$ cat src/rtl/score_argmax_unit.sv
// Sequential argmax / top-2 engine: scans one snapshotted score per clock and reports winner,
// runner-up and margin. Define ARGMAX_HYST_EN to add hysteresis on Stable_idx.
module score_argmax_unit #(
  parameter int unsigned N_CLASSES   = 10,
  parameter int unsigned W           = 16,
  parameter int unsigned SIGNED_MODE = 0,
  parameter int unsigned HOLD_FRAMES = 3,
  localparam int unsigned IW         = $clog2(N_CLASSES)
) (
  input  logic                   Clk,
  input  logic                   Reset,
  input  logic                   Start,
  input  logic [N_CLASSES*W-1:0] Scores,
  output logic                   Ready,
  output logic                   Done,
  output logic [IW-1:0]          Argmax,
  output logic [W-1:0]           Max_score,
  output logic [IW-1:0]          Second_idx,
  output logic [W-1:0]           Second_score,
  output logic [W:0]             Margin,
  output logic [IW-1:0]          Stable_idx
);

  typedef enum logic [1:0] {StIdle, StScan, StDone} state_e;

  localparam logic Sgn = (SIGNED_MODE != 0);

  state_e        state_q, state_d;
  logic [W-1:0]  snap_q [N_CLASSES];
  logic [IW-1:0] idx_q;
  logic [IW-1:0] best_idx_q, best_idx_d, sec_idx_q, sec_idx_d;
  logic [W-1:0]  best_q, best_d, sec_q, sec_d;
  logic          sec_valid_q;
  logic [W-1:0]  cur;
  logic          last;
  logic          load_result;
  logic [W:0]    margin_d;

  function automatic logic gt(input logic [W-1:0] a, input logic [W-1:0] b);
    if (Sgn) return $signed(a) > $signed(b);
    return a > b;
  endfunction

  assign cur         = snap_q[idx_q];
  assign last        = (idx_q == IW'(N_CLASSES - 1));
  assign load_result = (state_q == StScan) && last;

  // State register
  always_ff @(posedge Clk or posedge Reset) begin
    if (Reset) state_q <= StIdle;
    else       state_q <= state_d;
  end

  // Next-state logic
  always_comb begin
    state_d = state_q;
    unique case (state_q)
      StIdle:  if (Start) state_d = StScan;
      StScan:  if (last) state_d = StDone;
      StDone:  state_d = StIdle;
      default: state_d = StIdle;
    endcase
  end

  // FSM outputs
  always_comb begin
    Ready = (state_q == StIdle);
    Done  = (state_q == StDone);
  end

  // Strict > keeps the lowest index on ties; an equal value falls through to runner-up.
  always_comb begin
    best_idx_d = best_idx_q;
    best_d     = best_q;
    sec_idx_d  = sec_idx_q;
    sec_d      = sec_q;
    if (gt(cur, best_q)) begin
      sec_idx_d  = best_idx_q;
      sec_d      = best_q;
      best_idx_d = idx_q;
      best_d     = cur;
    end else if (!sec_valid_q || gt(cur, sec_q)) begin
      sec_idx_d = idx_q;
      sec_d     = cur;
    end
  end

  // One extra bit (sign-extended in signed mode) so best - second never wraps.
  assign margin_d = {best_d[W-1] & Sgn, best_d} - {sec_d[W-1] & Sgn, sec_d};

  always_ff @(posedge Clk or posedge Reset) begin
    if (Reset) begin
      for (int i = 0; i < int'(N_CLASSES); i++) snap_q[i] <= '0;
      idx_q       <= '0;
      best_idx_q  <= '0;
      best_q      <= '0;
      sec_idx_q   <= '0;
      sec_q       <= '0;
      sec_valid_q <= 1'b0;
    end else if (state_q == StIdle && Start) begin
      for (int i = 0; i < int'(N_CLASSES); i++) snap_q[i] <= Scores[i*W +: W];
      idx_q       <= IW'(1);
      best_idx_q  <= '0;
      best_q      <= Scores[W-1:0];
      sec_valid_q <= 1'b0;
    end else if (state_q == StScan) begin
      idx_q       <= idx_q + 1'b1;
      best_idx_q  <= best_idx_d;
      best_q      <= best_d;
      sec_idx_q   <= sec_idx_d;
      sec_q       <= sec_d;
      sec_valid_q <= 1'b1;
    end
  end

  // Result registers load on the final compare so they are valid while Done is high.
  always_ff @(posedge Clk or posedge Reset) begin
    if (Reset) begin
      Argmax       <= '0;
      Max_score    <= '0;
      Second_idx   <= '0;
      Second_score <= '0;
      Margin       <= '0;
    end else if (load_result) begin
      Argmax       <= best_idx_d;
      Max_score    <= best_d;
      Second_idx   <= sec_idx_d;
      Second_score <= sec_d;
      Margin       <= margin_d;
    end
  end

`ifdef ARGMAX_HYST_EN
  localparam int unsigned CW = $clog2(HOLD_FRAMES + 1);

  logic [CW-1:0] hold_q;
  logic [CW-1:0] run;

  // Argmax still holds the previous result here, so it marks the running candidate.
  always_comb begin
    if (best_idx_d == Stable_idx) run = '0;
    else if (best_idx_d == Argmax && hold_q != '0) run = hold_q + 1'b1;
    else run = CW'(1);
  end

  always_ff @(posedge Clk or posedge Reset) begin
    if (Reset) begin
      hold_q     <= '0;
      Stable_idx <= '0;
    end else if (load_result) begin
      if (32'(run) >= HOLD_FRAMES) begin
        Stable_idx <= best_idx_d;
        hold_q     <= '0;
      end else begin
        hold_q <= run;
      end
    end
  end
`else
  always_ff @(posedge Clk or posedge Reset) begin
    if (Reset)            Stable_idx <= '0;
    else if (load_result) Stable_idx <= best_idx_d;
  end
`endif

endmodule

$ cat config.mk
export PLATFORM = sky130hd
export DESIGN_NAME = score_argmax_unit
export DESIGN_NICKNAME = d
export VERILOG_FILES = /design/src/rtl/score_argmax_unit.sv
export SDC_FILE = /design/constraint.sdc
export NUM_CORES = 1
export LEC_CHECK = 0
export CELL_PAD_IN_SITES_DETAIL_PLACEMENT = 1
export CELL_PAD_IN_SITES_GLOBAL_PLACEMENT = 1
export CORE_MARGIN = 3
export CORE_UTILIZATION = 41
export CTS_CLUSTER_DIAMETER = 50
export CTS_CLUSTER_SIZE = 20
export DETAILED_ROUTE_END_ITERATION = 7
export PLACE_DENSITY_LB_ADDON = 0.08
export SKIP_LAST_GASP = 1
export SLEW_MARGIN = 20
export SYNTH_ARGS = -nofsm -noshare
export SYNTH_HDL_FRONTEND = slang
export SYNTH_SLANG_ARGS = --single-unit
$ cat constraint.sdc
create_clock -name Clk -period 11.4 [get_ports Clk]
set_clock_uncertainty 0.15 [all_clocks]
set_input_delay 2.28 -clock Clk [delete_from_list [all_inputs] [get_ports Clk]]
set_output_delay 2.28 -clock Clk [all_outputs]
set_load 0.05 [all_outputs]
== Word level (Yosys, flattened, before mapping) ==
Index checks and enable logic that the tools add are counted.

* Word-level logic and storage cells: 62
* Output and inout port bits: 63
* Flip-flop bits (word level): 264
* Bits of input ports: 163

* Muxes and demuxes: 20
* Order comparisons: 3
* Equal/unequal tests: 5
* Bitwise operators: 2
* Add/subtract/negate cells: 2
* Reductions and logical operators: 8

{| class="wikitable"
|+ Operators by type and width
! cell !! number
|-
| 2-to-1 mux 16 bit || 7
|-
| binary-select mux 16 bit (select 4 bit) || 1
|-
| > comparator 16 bit || 2
|-
| 2-to-1 mux 4 bit || 7
|-
| subtractor 16 x 16 -> 17 bit || 1
|-
| greater-or-equal comparator 5 bit (second input constant) || 1
|-
| NOT 4 -> 5 bit || 1
|-
| adder 4 x 1 -> 4 bit (second input constant) || 1
|-
| equality test 4 bit (second input constant) || 1
|-
| 2-to-1 mux 2 bit || 2
|-
| != test 2 bit (second input constant) || 2
|-
| case mux 2 bit (2 select lines) || 1
|-
| AND reduction 2 bit || 2
|-
| equality test 2 x 1 -> 1 bit (second input constant) || 1
|-
| equality test 2 bit (second input constant) || 1
|-
| logical AND 1 bit || 2
|-
| logical NOT 2 bit || 1
|-
| 2-to-1 mux 1 bit || 2
|-
| nonzero test 2 bit || 1
|-
| logical NOT 1 bit || 1
|-
| logical OR 1 bit || 1
|-
| NOT 1 bit || 1
|}

== Depth between registers and ports, before layout ==
* Depth after elaboration: 9
* Mapped depth: 26
* Mapped depth without buffers: 20

== Worst setup path after synthesis ==
Ideal clock, no wire load.

* Kind: register -> register
* From: reg idx_q[1]
* To: reg Margin[8]
* Path slack: 5.760 ns
* Period minus slack after synthesis: 5.640 ns
* Buffers on the path: 4
* Required time: 11.117 ns
* Setup time: 0.133 ns
* Arrival: 5.357 ns
* Cell stages (with the launch flop): 25
* Cell sequence: dfrtp_1 -> buf_2 -> buf_1 -> mux2i_1 -> o22ai_1 -> o31ai_1 -> inv_1 -> ha_1 -> a21o_1 -> a221oi_1 -> nor3_1 -> o41a_1 -> buf_6 -> clkbuf_1 -> mux2i_1 -> o21ai_0 -> ha_1 -> inv_1 -> fa_1 -> a21o_1 -> a221oi_1 -> o21ai_0 -> a21oi_1 -> xor2_1 -> o21ai_0

* Longest elaborated chain between the ends: 9
* Elaborated cells between the ends (all ways): 13
* Those cells by class: add/sub (1); order compare (2); eq/ne (1); mux (6); bitwise (1); reduce/logical (2)

{| class="wikitable"
|+ RTL lines
! what !! RTL line !! RTL
|-
| from (decl) || 30 || <nowiki>logic [IW-1:0] idx_q;</nowiki>
|-
| from (signal assigned) || 107 || <nowiki>idx_q <= idx_q + 1'b1;</nowiki>
|-
| NOT 4 -> 5 bit (implied by the code) (*) || 44 || <nowiki>assign cur = snap_q[idx_q];</nowiki>
|-
| binary-select mux 16 bit (select 4 bit) (*) || 44 ||
|-
| 2-to-1 mux 16 bit (implied by the code) (*) (2 in series) || 44 ||
|-
| > comparator 16 bit || 41 || <nowiki>return a > b;</nowiki>
|-
| logical OR 1 bit || 82 || <nowiki>end else if (!sec_valid_q || gt(cur, sec_q)) begin</nowiki>
|-
| 2-to-1 mux 16 bit || 82 ||
|-
| 2-to-1 mux 16 bit (*) || 77 || <nowiki>if (gt(cur, best_q)) begin</nowiki>
|-
| net sec_d[0] || 32 || <nowiki>logic [W-1:0] best_q, best_d, sec_q, sec_d;</nowiki>
|-
| subtractor 16 x 16 -> 17 bit (*) || 89 || <nowiki>assign margin_d = {best_d[W-1] & Sgn, best_d} - {sec_d[W-1] & Sgn, sec_d};</nowiki>
|-
| to (signal assigned) || 129 || <nowiki>Margin <= margin_d;</nowiki>
|-
| to (decl) || 20 || <nowiki>output logic [W:0] Margin,</nowiki>
|}

Mark *: on every way through the listed nets, which the timed path passes. The rest lies on a longest branch. The select of a mux whose other input is x is not followed.
A chain may end at the register's enable or synchronous reset.

== Worst setup path in the final report ==
* From: reg idx_q[1]
* To: reg Margin[8]

* Longest elaborated chain between the ends: 9
* Elaborated cells between the ends (all ways): 13
* Those cells by class: add/sub (1); order compare (2); eq/ne (1); mux (6); bitwise (1); reduce/logical (2)

{| class="wikitable"
|+ RTL lines
! what !! RTL line
|-
| NOT 4 -> 5 bit (implied by the code) || 44
|-
| binary-select mux 16 bit (select 4 bit) || 44
|-
| 2-to-1 mux 16 bit (implied by the code) (2 in series) || 44
|-
| > comparator 16 bit || 41
|-
| logical OR 1 bit || 82
|-
| 2-to-1 mux 16 bit || 82
|-
| 2-to-1 mux 16 bit || 77
|-
| subtractor 16 x 16 -> 17 bit || 89
|}

Parallel ways exist; a longest one is shown, timed or not. The select of a mux whose other input is x is not followed.

==> results.yml <==
sta:
  max_freq_mhz: 134
  hold_ws_ns: 0.323
  drv_slew: 0
  post-route-min-period_ns: 7.48
  rsz0062_at_grt: "no"
  slew_headroom_pct: 28.5
  tightest_slew_ns: 1.07
  final.period_utilization_pct: 65.6
  setup_viol_count_final: 0
  timing_hold_violations_final: 0
  tns_ns: 0
route:
  wl_per_cell_microns: 21.0
  drt-initial-drc-count: 658
  postRouteAntennaNets: 0
  route.detailed.drc: 0
  vias: 11300
  drtPass1Iterations: 7
  drt-vias-per-instance: 5.39
  finalWirelength_microns: 44300
yosys:
  syn_area_sq_um: 13500
  ys_ff_latch: 264
  synth_async_sr_flop_share_pct: 100
  yosys-top-cells-area: "dfrtp_1, nand2_1, mux2i_1, ha_1, mux2_2"
  ys_seq_area_share_pct: 49.1
  synthTopCellsByCount: "nand2_1, dfrtp_1, mux2i_1"
  synth_top_area_cell: "dfrtp_1"
  synth_cell_types: 56
  ys_warn_count: 0
  synth_top_flop_cell: "dfrtp_1"
  synth_cells: 1461
  syn-num-nets: 1675
  netlist.area_leader.share_pct: 49.1
  avgSynthCellArea_sq_um: 9.21
  synth_edf_count: 0
  synth.most_common_cell: "nand2_1"
cts:
  clk-insertion-delay-late_ns: 0.53
  cts_sinks: 264
  clkTransAtPathRegs_ns: 0.06
  ctsResizeCount: 0
  hold_buffers: 0
  cts_tree: "done"
  post-cts-setup-buffers: 0
  cts_buffer_depth: 3
  htreeDepth: 2
  cts_made_buffers: 34
  root_buffer: "clkbuf_16"
worst_setup_path:
  cp_top_family: "compound AO/OA/AOI/OAI gates"
  required_ns: 11.63
  critPathSlowestCell: "dfrtp_4"
  crit_chain: "nand2b_1 > nor2_1 > o31ai_1 > inv_1 > ha_1 > nand4_1 > nor4_1 > a21boi_0 > o31a_1 > mux2i_1 > ha_1 > inv_1 > fa_1 > a21o_1 > a221oi_1 > o21ai_0 > a21oi_1 > xor2_1 > o21ai_0"
  setup.worst_path.class: "reg -> reg"
  end_kind: "register"
  cp-start-kind: "register"
  slowest_delay_ns: 0.84
  cp.arrival_ns: 7.71
  cp.buffers_inverters: 2
  crit_fanout: 37
global_routing:
  antenna_found_initial: 1
  grt_start_max_net_pins: 142
  grt_first_pass_wirelength_microns: 69600
  grt_pass1_vias: 12100
  grt-ovfl-total: 0
  grt_use_total_pct: 24.9
finish:
  layout-drive-gt1-share_pct: 7.07
  area_delta_synth_final_pct: 27.9
  fin_nets: 1857
placement:
  port-buffer-count: 225
  place_hpwl_microns: 31500
  gp_congestion: 0.860
floorplan:
  dieArea_sq_um: 35000
  core.rowCount: 65
  ioPinCount: 226
  die_w_microns: 187
  start_util_pct: 42.1
  core_sq_um: 32000
  die_y_microns: 187
min_path:
  hold_class: "reg -> reg"
run:
  drv_cap: 0
status:
  outcome: "completed"
[final timing paths]
kind | cells past startpoint | from | to | slack, ns
worst min-delay path | 2 | snap_q[28] | snap_q[28] | 0.32
worst min register to register | 2 | snap_q[28] | snap_q[28] | 0.32
min in group asynchronous | 2 | Reset | Second_idx[0] | 1.99
worst max-delay path | 19 | idx_q[1] | Margin[8] | 3.92
worst max register to register | 19 | idx_q[1] | Margin[8] | 3.92
max in group asynchronous | 4 | Reset | sec_q[4] | 7.61
[cell usage in the layout, fill, tap and decap left out, types with 14 or more instances in the layout]
cell type	count
a21oi_1	40
a222oi_1	16
buf_4	14
clkbuf_16	35
clkdlybuf4s50_1	225
dfrtp_1	263
ha_1	50
inv_1	59
mux2_2	29
mux2i_1	116
nand2_1	521
nand3_1	16
nor2_1	33
o21ai_0	31
o221ai_1	36
o22ai_1	35
o31ai_1	18
[routing by layer]
| layer | routed length (microns) | up-vias | track usage [%] |
|---|---|---|---|
| met5 | 0 | - | 0 |
| met4 | 860 | 0 | 5.82 |
| met3 | 1980 | 55 | 3.82 |
| met2 | 21000 | 282 | 41.3 |
| met1 | 20500 | 5652 | 34.5 |
| li1 | - | 5351 | - |
[flip-flops by register name, summed over array words and instances, names as in the netlist]
name	cells
snap_q	160
Margin	17
Max_score	16
Second_score	16
best_q	16
sec_q	16
Second_idx	4
Stable_idx	4
best_idx_q	4
idx_q	4
sec_idx_q	4
state_q	2
sec_valid_q	1
[worst register-to-register path, delay by kind of cell (launching register included)]
family	cells	cell delay, ns
flip-flops	1	0.84
XOR/XNOR	1	0.15
AND/OR/NAND/NOR	4	1.49
adder cells (fa/ha/maj)	3	1.00
buffers and inverters	2	0.25
multiplexers	1	0.43
AO/OA/AOI/OAI	8	3.00
[layout make-up]
cell class	count	area, sq um
repair buffers	241	2400
flip-flops and latches	264	6610
clock buffers	38	907
diodes	1	2.50
clock inverters	24	268
well taps	435	544
fillers	3649	14700
multi-input cells	1042	6250
inverters	60	233
[per-stage QoR]
step                std cells  setup WS [ns]  area [sq um]  utilization [%]
finish                   2105           3.92         17200             53.9
global route             2105           3.43         17200             53.9
CTS                      2103           3.93         17200             53.8
detailed placement       2041           3.99         16000             50.1
global placement         2041           4.23         16000             50.1
floorplan                1461           1.70         13500                -
[kinds of logic after synthesis]
logic type / synth area share [%]
multiplexers: 11.1
flip-flops: 49.1
XOR/XNOR: 0.781
AO/OA/AOI/OAI: 11.5
buffers and inverters: 4.81
adder cells (fa/ha/maj): 4.80
AND/OR/NAND/NOR: 18.0
Power is not shown: default switching activity piles up to over one toggle a cycle in this logic, so the estimate is an artifact.
